File: src/rtl/regseq_pkg.sv
// Shared definitions for the register-file access sequencer: FSM states,
// register codes, phase timing constants and the select decoder.
package regseq_pkg;

  typedef enum logic [1:0] {
    ST_IDLE,
    ST_SETUP,
    ST_STROBE,
    ST_DONE
  } state_t;

  localparam int NUM_REGS = 17;

  localparam logic [4:0] ID_AX = 5'd0;
  localparam logic [4:0] ID_BX = 5'd1;
  localparam logic [4:0] ID_CX = 5'd2;
  localparam logic [4:0] ID_DX = 5'd3;
  localparam logic [4:0] ID_AH = 5'd4;
  localparam logic [4:0] ID_BH = 5'd5;
  localparam logic [4:0] ID_CH = 5'd6;
  localparam logic [4:0] ID_DH = 5'd7;
  localparam logic [4:0] ID_AL = 5'd8;
  localparam logic [4:0] ID_BL = 5'd9;
  localparam logic [4:0] ID_CL = 5'd10;
  localparam logic [4:0] ID_DL = 5'd11;
  localparam logic [4:0] ID_SP = 5'd12;
  localparam logic [4:0] ID_BP = 5'd13;
  localparam logic [4:0] ID_SI = 5'd14;
  localparam logic [4:0] ID_DI = 5'd15;
  localparam logic [4:0] ID_IP = 5'd16;

  // Phase timing: one setup cycle, one strobe cycle, ack in the third cycle
  // after the sampling edge, one access every four cycles.
  localparam int SETUP_CYCLES  = 1;
  localparam int STROBE_CYCLES = 1;
  localparam int ACK_LATENCY   = 3;
  localparam int ACCESS_CYCLES = 4;

  // Codes above IP select nothing and are reported through err.
  function automatic logic id_legal(input logic [4:0] id);
    return id <= ID_IP;
  endfunction

  // One-hot register select, AX at the MSB down to IP at the LSB.
  function automatic logic [NUM_REGS-1:0] sel_onehot(input logic [4:0] id);
    logic [NUM_REGS-1:0] s;
    s = '0;
    if (id_legal(id)) s[ID_IP - id] = 1'b1;
    return s;
  endfunction

endpackage

File: src/rtl/regseq_arb.sv
// Requester arbiter: one-hot grant from the request vector.
// REGSEQ_RR_EN defined   : round-robin, last granted requester goes last.
// REGSEQ_RR_EN undefined : fixed priority, lowest index wins, no state.
module regseq_arb #(
  parameter int NREQ = 2
) (
`ifdef REGSEQ_RR_EN
  input  logic            clk,
  input  logic            reset,
  input  logic            i_take,
`endif
  input  logic [NREQ-1:0] i_req,
  output logic [NREQ-1:0] o_grant
);

`ifdef REGSEQ_RR_EN
  localparam int PW = (NREQ > 1) ? $clog2(NREQ) : 1;

  logic [PW-1:0] r_ptr;
  logic [PW-1:0] w_next_ptr;
  logic          w_found;

  // Search from the pointer upward; the winner's successor becomes the next pointer.
  always_comb begin
    // NOTE: every combinational output gets a default first so no path leaves it unassigned (no latch).
    o_grant    = '0;
    w_next_ptr = r_ptr;
    w_found    = 1'b0;
    for (int k = 0; k < NREQ; k++) begin
      int idx;
      idx = (int'(r_ptr) + k) % NREQ;
      if (!w_found && i_req[idx]) begin
        o_grant[idx] = 1'b1;
        w_next_ptr   = PW'((idx + 1) % NREQ);
        w_found      = 1'b1;
      end
    end
  end

  // Pointer advances only when the sequencer actually takes a grant.
  always_ff @(posedge clk or posedge reset) begin
    // NOTE: sequential state uses <= so every register sees pre-edge values.
    if (reset)       r_ptr <= '0;
    else if (i_take) r_ptr <= w_next_ptr;
  end
`else
  // Fixed priority: scanning downward leaves the lowest requesting index.
  always_comb begin
    o_grant = '0;
    for (int i = NREQ - 1; i >= 0; i--) begin
      if (i_req[i]) begin
        o_grant    = '0;
        o_grant[i] = 1'b1;
      end
    end
  end
`endif

endmodule

File: src/rtl/regfile_seq.sv
// Register-file access sequencer: arbitrates EU/BIU requests and runs each
// access as IDLE -> SETUP -> STROBE -> DONE with registered outputs.
// Optional round-robin arbitration is enabled by defining REGSEQ_RR_EN.
module regfile_seq
  import regseq_pkg::*;
#(
  parameter int DW   = 16,
  parameter int NREQ = 2
) (
  input  logic                  clk,
  input  logic                  reset,
  input  logic [NREQ-1:0]       req,
  input  logic [NREQ-1:0]       we,
  input  logic [5*NREQ-1:0]     reg_id,
  input  logic [NREQ-1:0]       hi,
  input  logic [DW*NREQ-1:0]    wdata,
  output logic [NREQ-1:0]       ack,
  output logic                  err,
  output logic [DW-1:0]         rdata,
  output logic [DW-1:0]         rf_data,
  output logic                  rf_re,
  output logic                  rf_we,
  output logic                  rf_wb,
  output logic [NUM_REGS-1:0]   rf_sel,
  input  logic [DW-1:0]         rf_rout
);

  state_t            r_state;
  logic [NREQ-1:0]   r_grant;
  logic              r_we;
  logic              r_legal;

  logic [NREQ-1:0]   w_grant;
  logic              w_we;
  logic [4:0]        w_id;
  logic              w_hi;
  logic [DW-1:0]     w_wdata;

`ifdef REGSEQ_RR_EN
  logic              w_take;
  assign w_take = (r_state == ST_IDLE) && (|req);
`endif

  regseq_arb #(.NREQ(NREQ)) u_arb (
`ifdef REGSEQ_RR_EN
    .clk     (clk),
    .reset   (reset),
    .i_take  (w_take),
`endif
    .i_req   (req),
    .o_grant (w_grant)
  );

  // Select the granted requester's fields.
  always_comb begin
    w_we    = 1'b0;
    w_id    = '0;
    w_hi    = 1'b0;
    w_wdata = '0;
    for (int i = 0; i < NREQ; i++) begin
      if (w_grant[i]) begin
        w_we    = we[i];
        w_id    = reg_id[5*i +: 5];
        w_hi    = hi[i];
        w_wdata = wdata[DW*i +: DW];
      end
    end
  end

  // Access FSM; register-file side and requester side outputs are registered.
  always_ff @(posedge clk or posedge reset) begin
    if (reset) begin
      r_state <= ST_IDLE;
      r_grant <= '0;
      r_we    <= 1'b0;
      r_legal <= 1'b0;
      ack     <= '0;
      err     <= 1'b0;
      rdata   <= '0;
      rf_data <= '0;
      rf_re   <= 1'b0;
      rf_we   <= 1'b0;
      rf_wb   <= 1'b0;
      rf_sel  <= '0;
    end else begin
      ack <= '0;
      err <= 1'b0;
      case (r_state)
        ST_IDLE: begin
          if (|req) begin
            r_grant <= w_grant;
            r_we    <= w_we;
            r_legal <= id_legal(w_id);
            rf_sel  <= sel_onehot(w_id);
            rf_wb   <= w_hi;
            rf_data <= w_wdata;
            r_state <= ST_SETUP;
          end
        end
        ST_SETUP: begin
          // Illegal codes run the same timeline but never strobe.
          rf_we   <= r_legal & r_we;
          rf_re   <= r_legal & ~r_we;
          r_state <= ST_STROBE;
        end
        ST_STROBE: begin
          rf_we   <= 1'b0;
          rf_re   <= 1'b0;
          rf_wb   <= 1'b0;
          rf_sel  <= '0;
          rf_data <= '0;
          ack     <= r_grant;
          err     <= ~r_legal;
          if (r_legal && !r_we) rdata <= rf_rout;
          r_state <= ST_DONE;
        end
        ST_DONE: r_state <= ST_IDLE;
        default: r_state <= ST_IDLE;
      endcase
    end
  end

endmodule

File: config.mk
export PLATFORM = sky130hd
export DESIGN_NAME = regfile_seq
export DESIGN_NICKNAME = d
export VERILOG_FILES = /design/src/rtl/regseq_pkg.sv /design/src/rtl/regseq_arb.sv /design/src/rtl/regfile_seq.sv
export SDC_FILE = /design/constraint.sdc
export NUM_CORES = 1
export LEC_CHECK = 0
export ABC_CLOCK_PERIOD_IN_PS = 5200
export BUFFER_PORTS_ARGS = -buffer_cell sky130_fd_sc_hd__buf_4
export CELL_PAD_IN_SITES_DETAIL_PLACEMENT = 0
export CELL_PAD_IN_SITES_GLOBAL_PLACEMENT = 2
export CORE_MARGIN = 1
export CORE_UTILIZATION = 31
export CTS_BUF_LIST = sky130_fd_sc_hd__clkbuf_8
export DETAILED_ROUTE_END_ITERATION = 16
export MAX_ROUTING_LAYER = met4
export PLACE_DENSITY_LB_ADDON = 0.12
export SETUP_SLACK_MARGIN = 0.4
export SLEW_MARGIN = 20
export SYNTH_ARGS = -nofsm -noshare
export SYNTH_HDL_FRONTEND = slang
export SYNTH_SLANG_ARGS = --single-unit
File: constraint.sdc
create_clock -name clk -period 5.2 [get_ports clk]
set_clock_uncertainty 0.05 [all_clocks]
set_input_delay 0.26 -clock clk [delete_from_list [all_inputs] [get_ports clk]]
set_output_delay 0.26 -clock clk [all_outputs]
set_load 0.005 [all_outputs]
* After elaboration in Yosys (flattened, before gate mapping)
Index checks and enable logic that the tools add are counted.
** Storage, ports and cells
- Bits in latches :: 0
- Register bits :: 61
- Memory bits (read-only) :: 0
- Bits of input ports :: 66
- Logic and storage cells :: 59
- RAM bits :: 0
- Memories kept :: 0
** Operators by class
- Muxes and demuxes :: 25
- Eq/ne operators :: 4
- Reductions and logical operators :: 10
- Order comparisons :: 3
- Shift operators :: 0
- Bitwise operators :: 4
- Add/sub/neg operators :: 1
- Multiply operators :: 0
- Divide/modulo/power cells :: 0
** Operators with widths (number)
- two-way mux 16 bit :: 3
- two-way mux 17 bit :: 2
- one-hot mux 17 bit (2 select lines) :: 1
- one-hot mux 16 bit (2 select lines) :: 1
- two-way mux 5 bit :: 2
- two-way mux 2 bit :: 4
- one-hot mux 2 bit (4 select lines) :: 1
- two-way mux 1 bit :: 7
- less-than comparator 5 x 6 -> 1 bit (second input constant) :: 1
- one-hot mux 1 bit (2 select lines) :: 3
- AND reduction 2 bit :: 3
- demux 1 bit (select 5 bit) :: 1
- >= comparator 5 x 1 -> 1 bit (second input constant) :: 1
- <= comparator 5 bit (second input constant) :: 1
- subtractor 5 bit (first input constant) :: 1
- equality test 2 bit (second input constant) :: 2
- nonzero test 2 bit :: 2
- AND 1 bit :: 2
- equality test 2 x 1 -> 1 bit (second input constant) :: 1
- logical AND 1 bit :: 2
- zero test 2 bit :: 1
- inequality test 2 bit (second input constant) :: 1
- NOT 1 bit :: 2
- OR reduction 2 bit :: 1
- zero test 1 bit :: 1

* Longest topological paths before layout
Gate-level depths: netlist (run 1).
- Depth in word-level cells :: 12
- Depth in mapped cells :: 10
- Depth with buffers taken out :: 7

* Cells and area by module
A second synthesis (run 1) with hierarchy kept.
** Second synthesis, totals
- Cells, all modules :: 238
- Area, all modules :: 2758.9 µm²
** Modules (own cells, without submodules)
- regfile_seq :: area an instance 2737.6 µm², instances 1, cells each 236
- regseq_arb :: area an instance 21.3 µm², instances 1, cells each 2

* Least setup slack after synthesis (run 1)
Ideal clock, no wire load.
- Path type :: input -> register
- From :: input port req[0]
- To :: register rf_sel[0]
- Arrival time :: 2020 ps
- Setup time :: 121 ps
- Cell stages on the path :: 10
- Slack :: 3009 ps
- Buffers on the path :: 4
- Cells stage by stage :: buf_2 > clkbuf_1 > o21ai_0 > o21ai_0 > nor2_1 > ha_1 > clkbuf_1 > clkbuf_1 > inv_1 > a22o_1
** Between the ends
- Longest elaborated chain between the ends :: 11
- Elaborated cells on any way between the ends :: 16
** Ends and longest elaborated chain
- start, declared :: line regfile_seq.sv:12 : input logic [NREQ-1:0] req,
- two-way mux 2 bit :: line regseq_arb.sv:51 : if (i_req[i]) begin
- two-way mux 5 bit (2 in a row) :: line regfile_seq.sv:61 : if (w_grant[i]) begin
- subtractor 5 bit :: line regseq_pkg.sv:48 : if (id_legal(id)) s[ID_IP - id] = 1'b1;
- less-than comparator 5 x 6 -> 1 bit (implied by the code) or >= comparator 5 x 1 -> 1 bit (tied branches) :: line regseq_pkg.sv:48
- logical AND 1 bit (implied by the code) :: line regseq_pkg.sv:48
- two-way mux 1 bit (implied by the code) :: line regseq_pkg.sv:48
- demux 1 bit (select 5 bit) :: line regseq_pkg.sv:48
- two-way mux 17 bit :: line regseq_pkg.sv:48
- two-way mux 17 bit :: line regfile_seq.sv:90 : if (|req) begin
- one-hot mux 17 bit (2 select lines) :: line regfile_seq.sv:88 : case (r_state)
- end signal, assigned :: line regfile_seq.sv:94 : rf_sel <= sel_onehot(w_id);
- end, declared :: line regfile_seq.sv:24 : output logic [NUM_REGS-1:0] rf_sel,
Several ways; a longest one is shown, not always the timed one. The select of a mux whose other input is x is not followed.
A chain may end at the register's enable or synchronous reset.

* Final worst setup path (run 1)
- From :: register r_state[0]
- To :: register rf_sel[7]
** Between the ends
- Longest elaborated chain between the ends :: 3
- Elaborated cells on any way between the ends :: 6
** Ends and longest elaborated chain
- start, declared :: line regfile_seq.sv:28 : state_t r_state;
- start signal, assigned :: line regfile_seq.sv:73 : r_state <= ST_IDLE;
- start signal, assigned :: line regfile_seq.sv:97 : r_state <= ST_SETUP;
- start signal, assigned :: line regfile_seq.sv:104 : r_state <= ST_STROBE;
- equality test 2 bit or zero test 2 bit (tied branches) :: line regfile_seq.sv:88
- nonzero test 2 bit (no line) or inequality test 2 bit (tied branches)
- AND reduction 2 bit (no line)
Several ways; a longest one is shown, not always the timed one.

==> metrics, run 1 <==
outcome=finished, final reports clean; Worst path slowest cell=or4b_4; relative slew slack=between 30% and 40%; hpwl dp=between 5000 and 6000 um; Residual DRC=0; Die ar.=9215 sq um; max frequency=374.7 MHz; Leak=0.001898 uW; clock share of power=22.2%; post-synthesis cell type count=37; CP Data Arrival Time=about 2900 ps; die width=~96 um; Worst Max-Slew Pin Slew=between 1000 and 1500 ps; Tot GR Track Use=between 10% and 20%; die height=approximately 96 um; Yosys reg bits=a little over 60; Setup violations, final=0; logic gate share of total power=between 30% and 40%; clock slew at reported path FFs=~70 ps; # clock sinks=61; Flop pwr share=about two fifths; critical path data required time=between 5000 and 6000 ps; Layout area overhead=42.90%; Switch Pwr=between 600 and 700 uW; first-pass GRT wire length=11030 um; crit start category=register; DRT Pass-1 Iters=4; yosys warns=0; Core Footprint=roughly 8400 sq um; Sw Share=32.35%; pre-CTS setup slack=2484 ps; number of flops mapped to enable cells by yosys=0; register area share after synthesis=between 50% and 60%; Mean Syn Cell Area=approximately 11 sq um; Hold Path Class=input pin to asynchronous set/reset pin; Synth async-reset ratio=100.0%; syn nets=318; port buffer count=120; Setup Fix Bufs, Post-CTS=0; Worst VDD drop=roughly 0.00014 V; crit path time final=between 2000 and 3000 ps; Initial Utilization=32.68%; RSZ-0062 raised after global routing=no; # rows=33; Hold Buf Count CTS=0; WL/cell=between 10 and 15 um; GRT overflow=0; CTS H-tree lvls=3; Post-DRT Antenna Nets=0; total clock buffers created by CTS=9; Cell Chain, Critical Path=inv_1 > ha_1 > o21ai_2 > or2_0 > or4b_4 > o41ai_2; Skew-Pair Late Insertion Delay=between 300 and 400 ps; ys flop type=dfrtp_1; Slew Viols, Final=0; via count=roughly 2.3k; # diodes=0; nets=approximately 430; Syn Inst Count=about 250; cell-internal power=about 1300 uW; most common cell after layout, fill and taps aside=buf_4; layout cells sized above 1=43.48%; crit-path max cell delay=roughly 730 ps; WL final=~7100 um; Hold Fails Final Rpt=0; initial antenna violation count=0; Vias/cell=approximately 4.9; Finished Cell Area=about 3900 sq um; initial DRC count=87; setup total negative slack=0 ps; io pins=roughly 120; placer's final routability congestion estimate=between 0.7 and 0.8; Crit Path Category=register to register; max_cap viols=0; CTS Root Cell=clkbuf_8; fin crit share=around half; DP Area=around 3700 sq um; CTS tree=done; post-CTS resize count=0; Setup crit end kind=register; Cell Pwr Density=slightly below 500 nW/um^2; crit-path max FO=19; family with the most delay on the worst path=simple AND/OR/NAND/NOR gates; largest net degree at the start of global routing=62; Critical path buffers and inverters=1; fin cells=about 470; vias in the first global route=roughly 2.1k; dpl cells=between 400 and 500; final core utilization=a little under half; Max Root-Sink Buffers=2; most frequent cells in the layout=122 x buf_4, 61 x dfrtp_1, 40 x nand2_1; synthesized cell area=roughly 2700 sq um; worst setup margin=between 2000 and 3000 ps
-- worst paths after layout --
path | start | to | slack, ps | cells after the start
worst max-delay path | r_state[0] | rf_sel[7] | 2530 | 6
worst min-delay path | reset | rdata[6] | 110 | 3
worst max register to register | r_state[0] | rf_sel[7] | 2530 | 6
worst min register to register | r_legal | err | 420 | 1
max in group asynchronous | reset | r_state[1] | 4480 | 3
min in group clk | rf_rout[2] | rdata[2] | 110 | 2
-- registers in the layout, indices dropped and copies added (netlist names), 2 cells and up --
name and count:
rf_sel 17, rdata 16, rf_data 16, ack 2, r_grant 2, r_state 2
-- cell usage after synthesis, types with 2 or more instances --
cell type  count  area (sq um)
buf_2          5         25.02
o31ai_1        7         52.55
dfrtp_1       61          1526
buf_4          2         15.01
nor2_1         3         11.26
o21ai_0       23         115.1
o21ai_1        3         15.01
and2_1         4         25.02
ha_1           4         50.05
nor2b_1        2         12.51
a22oi_1       19         142.6
o41ai_1        6         52.55
nand2b_1       2         12.51
a222oi_1       2         20.02
nand2_1       40         150.1
mux2_2        16         180.2
mux2i_1        2         20.02
o21a_1         2         15.01
a22o_1         6         52.55
nand3b_1       4         30.03
inv_1          7         26.28
o41ai_2        2         32.53
a21oi_1        3         15.01
clkbuf_1      10         37.54
-- per-layer routing --
metal | wire, um | vias to the layer above | global-route usage, %
met3 | 495 | 6 | 3.397
li1 | - | 1136 | -
met4 | 65 | 0 | 6.095
met2 | 3207 | 101 | 24.17
met1 | 3315 | 1072 | 22.96
met5 | 0 | - | -
-- power by group through the flow --
stage	logic (uW)	registers, uW	clock network (uW)
floorplan	375	755	0
global placement	751	744	0
detailed placement	758	747	0
CTS	759	742	437
global route	835	763	459
finish	739	738	421
-- kinds of logic (layout without fill, tap and decap cells) --
| logic type | count (synthesis) | in the layout | synth area share [%] |
|---|---|---|---|
| compound gates | 79 | 79 | 20.42 |
| xor+xnor | 1 | 1 | 0.3198 |
| fa+ha+maj | 4 | 4 | 1.827 |
| buf+inv | 24 | 144 | 3.792 |
| flops | 61 | 61 | 55.73 |
| mux | 18 | 18 | 7.309 |
| simple gates | 61 | 61 | 10.60 |
-- area by class of cell --
cell class                 count  area (sq um)
timing repair buffer         122         915.9
tap                          105         131.4
multi-input combinational    163          1115
inverter                       7         26.28
sequential                    61          1526
clock buffer                  11         151.4
clock inverter                 4         47.55
fill                         827          4468
-- stage by stage --
step	total power (uW)	hold slack, ps
detailed placement	1505	416.4
floorplan	1129	360.6
CTS	1937	95.22
global route	2057	90.34
finish	1899	111.0
global placement	1495	411.3
-- tightest hold or removal path, cell delays in order --
cell and delay, ps:
buf_4 110, inv_2 30, buf_4 600
Power figures use the tool's default switching activity.
==> run 2: changes to the inputs <==
- ABC_CLOCK_PERIOD_IN_PS: 5200 -> 2800
- CORE_UTILIZATION: 31 -> 29
- clock period: 5.2 -> 2.8 ns (I/O delays scaled with it)
==> run 2 against run 1 <==
  * The flow now finishes with violations (hold timing)
  * Sequential cell count did not move
  * Via count grew 3.0%
  * Wire length rose by 6.6%
  * Cell area increased by 5.1%
  * Power is 92% higher
  * Non-clock buffer count increased by 19
  * Die area up 6.7%
  * Sequential power increased by 86%
  * Hold slack worse by 110 ps
  * Critical endpoint is now rf_sel[15]
==> metrics, run 2 (same netlist as run 1, synthesis figures left out) <==
outcome=complete, but fails checks; failing checks=hold timing; placer's final routability congestion estimate=approximately 0.77; largest registers=rf_sel x17, rdata x16, rf_data x16; via count=around 2.4k; initial DRC count=between 50 and 60; Slew Viols, Final=0; Worst VDD drop=around 0.00037 V; Skew-Pair Late Insertion Delay=330 ps; final hold slack=-0.9369 ps; Multi-input gate area=roughly 1100 sq um; CP Data Arrival Time=2360 ps; nets=453; Core Footprint=approximately 9000 sq um; Residual DRC=0; RR Endpoint=rf_sel[15]; crit path time final=2188 ps; reg2reg path depth=6; first-pass GRT wire length=~12000 um; CTS tree=done; Setup violations, final=0; hpwl dp=between 5000 and 6000 um; # fillers=around 900; initial antenna violation count=0; WL/cell=15.14 um; WL final=between 7000 and 8000 um; Biggest register=rf_sel; reg2reg start=r_state[0]; # clock sinks=61; Cell Pwr Density=between 800 and 900 nW/um^2; die width=roughly 100 um; Layout area overhead=50.21%; die height=between 90 and 100 um; io pins=between 100 and 150; clock slew at reported path FFs=approximately 70 ps; Hold Path Class=input pin to asynchronous set/reset pin; Die ar.=9837 sq um; most frequent cells in the layout=125 x buf_4, 61 x dfrtp_1, 40 x nand2_1; # diodes=0; Setup Fix Bufs, Post-CTS=0; largest net degree at the start of global routing=62; fin crit share=about four fifths; Max Root-Sink Buffers=2; max reg flops=17; most common cell after layout, fill and taps aside=buf_4; register-to-register setup slack=610 ps; layout cells sized above 1=a little over two fifths; Tot GR Track Use=16.26%; # rows=35; Worst Max-Slew Pin Slew=947.0 ps; Setup crit end kind=register; Hold Fails Final Rpt=5; vias in the first global route=2357; CTS Root Cell=clkbuf_8; Finished Cell Area=slightly above 4000 sq um; Vias/cell=between 4 and 5; crit-path max FO=8; final core utilization=between 40 and 50%; Crit Path Category=register to register; total clock buffers created by CTS=9; crit path from=r_state[0]; total power=3638 uW; Initial Utilization=29.78%; crit start category=register; Post-DRT Antenna Nets=0; DRT Pass-1 Iters=4; relative slew slack=a little over a third; setup total negative slack=0 ps; GRT overflow=0; RSZ-0062 raised after global routing=no; Leak=0.001991 uW; max_cap viols=0; register area=between 1500 and 2000 sq um; max frequency=457.1 MHz; critical path data required time=2970 ps; DP Area=roughly 3700 sq um; port buffer count=120; CTS H-tree lvls=3; CP endpoint=rf_sel[15]
[run 2: cell types whose count changed in the layout (fill, tap and decap cells not counted)]
cell and change:
ha_2 +1, ha_1 -1, buf_4 +3, clkbuf_8 -2, inv_1 +2, dlygate4sd3_1 +16, bufinv_16 +1, clkinv_2 +1
clkinvlp_4 -1
[run 2: through the flow]
stage	setup slack, ps	instances
3_5_place_dp	387.0	467
2_1_floorplan	706.8	248
6_report	612.5	499
4_1_cts	495.7	499
5_1_grt	466.4	499
3_3_place_gp	488.1	467
[run 2: critical path, stage by stage (launching register included)]
cell and delay, ps:
dfrtp_1 360, inv_1 110, ha_2 290, o21ai_2 110
or2_0 250, or4b_4 590, o41ai_2 310
[run 2: worst min-delay path by stage]
stage / from / endpoint / slack [ps] / cells after the start
5_1_grt: wdata[27] / rf_data[11] / 20 / 3
6_report: reset / rdata[8] / -0.9 / 3
3_3_place_gp: rf_rout[5] / rdata[5] / 330 / 2
3_5_place_dp: rf_rout[5] / rdata[5] / 330 / 2
4_1_cts: reset / rdata[6] / 10 / 3
2_1_floorplan: rf_rout[0] / rdata[0] / 240 / 1
[run 2: what timing repair did]
| item | 4_1_cts | 5_1_grt |
|---|---|---|
| hold buffers | 16 | 0 |
| endpoints found under the hold margin | 16 | 0 |
| gates resized for setup | 0 | 1 |
| endpoints found under the setup margin | 0 | 1 |
[run 2: area by class of cell]
class / instances / area share, %
timing repair buffer: 141 / 26.70
multi-input combinational: 163 / 27.16
clock inverter: 7 / 2.007
clock buffer: 9 / 3.011
inverter: 7 / 0.6387
tap: 111 / 3.376
sequential: 61 / 37.10
[run 2: where the power goes]
| group | switching [uW] | internal [uW] | total (uW) |
|---|---|---|---|
| Combinational | 670 | 766 | 1440 |
| Sequential | 161 | 1210 | 1370 |
| Clock | 340 | 490 | 831 |
| Total | 1170 | 2470 | 3640 |
[run 2: layer usage]
metal	GRT usage (%)	vias up	share of wire (%)	routed length (um)
met5	-	-	0	0
met4	7.466	0	1.8	138
met3	2.741	11	4.3	326
met2	25.55	77	47	3532
met1	20.61	1121	47	3556
li1	-	1175	-	-
==> run 3: changes to the inputs <==
- ABC_CLOCK_PERIOD_IN_PS: 2800 -> 1900
- CORE_UTILIZATION: 29 -> 26
- clock period: 2.8 -> 1.9 ns (I/O delays scaled with it)
==> run 3 against run 2 <==
  * The flow now finishes without violations
  * Clock power is 53% higher
  * Wire length increased by 15%
  * Worst setup slack worse by 590 ps
  * Sequential cell count unchanged
  * Cell count is 15% higher
  * Cell area rose by 18%
  * Maximum frequency increased by 16%
  * Combinational power rose by 140%
  * Non-clock buffer count is 50 higher
  * Critical path depth unchanged
  * Sequential power grew 50%
  * Power grew 85%
  * Critical endpoint is now rf_sel[7]
  * Largest power group unchanged
==> metrics, run 3 (same netlist as run 1, synthesis figures left out) <==
outcome=finished, final reports clean; Worst VDD drop=between 0.0005 and 0.0006 V; vias in the first global route=about 2.6k; WL/cell=15.20 um; Sw Share=approximately a third; WL final=slightly below 9000 um; cell-internal power=~4500 uW; DRT Pass-1 Iters=4; DP Area=slightly below 4000 sq um; crit path time final=between 1500 and 2000 ps; port buffer count=120; Slew Viols, Final=0; reg2reg path depth=6; CTS Root Cell=clkbuf_8; Setup violations, final=0; Finished Cell Area=4860 sq um; Residual DRC=0; nets=approximately 500; Core Footprint=10280 sq um; Flop pwr share=around 30%; Die ar.=10950 sq um; clock share of power=between 10% and 20%; crit-path max FO=4; clock slew at reported path FFs=70 ps; max frequency=~530 MHz; io pins=121; Initial Utilization=a little over a quarter; Biggest register=rf_sel; CTS H-tree lvls=3; CTS tree=done; reg2reg start=r_state[1]; total power=between 6000 and 7000 uW; Switch Pwr=2189 uW; RSZ-0062 raised after global routing=yes; Layout area overhead=77.43%; Vias/cell=around 4.6; placer's final routability congestion estimate=between 0.8 and 0.9; first-pass GRT wire length=between 10000 and 15000 um; # diodes=0; critical path data required time=~2100 ps; relative slew slack=between 40% and 50%; die width=approximately 100 um; max reg flops=17; logic gate share of total power=about half; RR Endpoint=rf_sel[7]; total clock buffers created by CTS=9; Crit Path Category=register to register; CP endpoint=rf_sel[7]; via count=approximately 2.6k; Post-DRT Antenna Nets=0; Cell Chain, Critical Path=inv_2 > ha_4 > o21ai_4 > or2_1 > or4b_4 > o41ai_2; # rows=37; Worst Max-Slew Pin Slew=between 700 and 800 ps; # clock sinks=around 60; Max Root-Sink Buffers=2; crit-path max cell delay=560 ps; most common cell after layout, fill and taps aside=buf_4; most frequent cells in the layout=143 x buf_4, 61 x dfrtp_1, 31 x dlygate4sd3_1; # fillers=a little under 1k; initial antenna violation count=0; layout cells sized above 1=approximately half; Hold Fails Final Rpt=0; Skew-Pair Late Insertion Delay=330 ps; Worst path slowest cell=or4b_4; die height=about 100 um; max_cap viols=0; Tot GR Track Use=between 10% and 20%; GRT overflow=0; crit start category=register; CP Data Arrival Time=about 2100 ps; Hold Path Class=input pin to register; initial DRC count=100; Hold Startpoint=wdata[22]; hpwl dp=between 5000 and 6000 um; largest registers=rf_sel x17, rdata x16, rf_data x16; register-to-register setup slack=~19 ps; Leak=0.002309 uW; fin crit share=between 90% and 100%; Setup crit end kind=register; crit path from=r_state[1]; largest net degree at the start of global routing=40; Cell Pwr Density=~1400 nW/um^2
-- run 3: changes by cell type in the layout (fill, tap and decap cells not counted), moves of 9 or more --
cell           change
buf_4             +18
buf_6              +9
dlygate4sd3_1     +15
nand2_1           -10
o21ai_0           -20
o21ai_1           +12
-- run 3: area by class of cell --
type	instances	area, sq um	share of cell area, %
Clock buffer	9	123.9	2.549
Multi-Input combinational cell	163	1260	25.93
Inverter	7	30.03	0.6179
Sequential cell	61	1526	31.41
Tap cell	136	170.2	3.502
Timing Repair Buffer	191	1658	34.11
Clock inverter	7	91.34	1.880
-- run 3: per-layer routing --
metal	vias to the layer above	wire length (um)	GRT usage (%)
met5	-	0	-
met4	0	76	5.533
met3	6	460	3.244
met2	91	4100	25.64
met1	1245	4087	22.03
li1	1274	-	-
-- run 3: critical path: cells and delay by family, from the launching register on --
kind / cells / cell delay [ps]
adder cells (fa/ha/maj): 1 / 140
buffers and inverters: 1 / 80
AO/OA/AOI/OAI: 2 / 340
flip-flops: 1 / 400
AND/OR/NAND/NOR: 2 / 780
-- run 3: worst min-delay path by stage --
stage | endpoint | slack (ps) | cells after the start
5_1_grt | rf_data[6] | 3 | 3
4_1_cts | rf_data[6] | 0.5 | 3
6_report | rf_data[6] | 3 | 3
3_5_place_dp | rf_data[9] | 130 | 2
3_3_place_gp | rf_data[9] | 130 | 2
2_1_floorplan | ack[0] | 160 | 1
-- run 3: through the flow --
stage | instances | worst slack (ps) | setup TNS (ps) | hold WS, ps | util, %
2_1_floorplan | 248 | -131.9 | -401.3 | 157.3 | -
3_3_place_gp | 510 | -19.73 | -38.83 | 128.4 | 38.69
3_5_place_dp | 510 | -91.52 | -166.7 | 132.7 | 38.69
4_1_cts | 572 | -29.20 | -29.49 | 0.4909 | 46.19
5_1_grt | 574 | -66.52 | -860.4 | 2.560 | 47.29
6_report | 574 | 19.14 | 0 | 2.626 | 47.29
-- run 3: repair_timing --
| item | 4_1_cts | 5_1_grt |
|---|---|---|
| pin swaps | 14 | 3 |
| buffers inserted | 11 | 2 |
| gates cloned | 4 | 0 |
| setup endpoints to repair | 52 | 53 |
| resized for setup | 44 | 24 |
| hold buffers | 31 | 0 |
| hold endpoints to repair | 47 | 0 |
-- run 3: power groups by stage --
stage / clock (uW) / sequential, uW / combinational (uW)
floorplan: 0 / 2070 / 1120
global placement: 0 / 2040 / 2380
detailed placement: 0 / 2060 / 2380
CTS: 1300 / 2050 / 3250
global route: 1370 / 2120 / 3640
finish: 1270 / 2060 / 3390
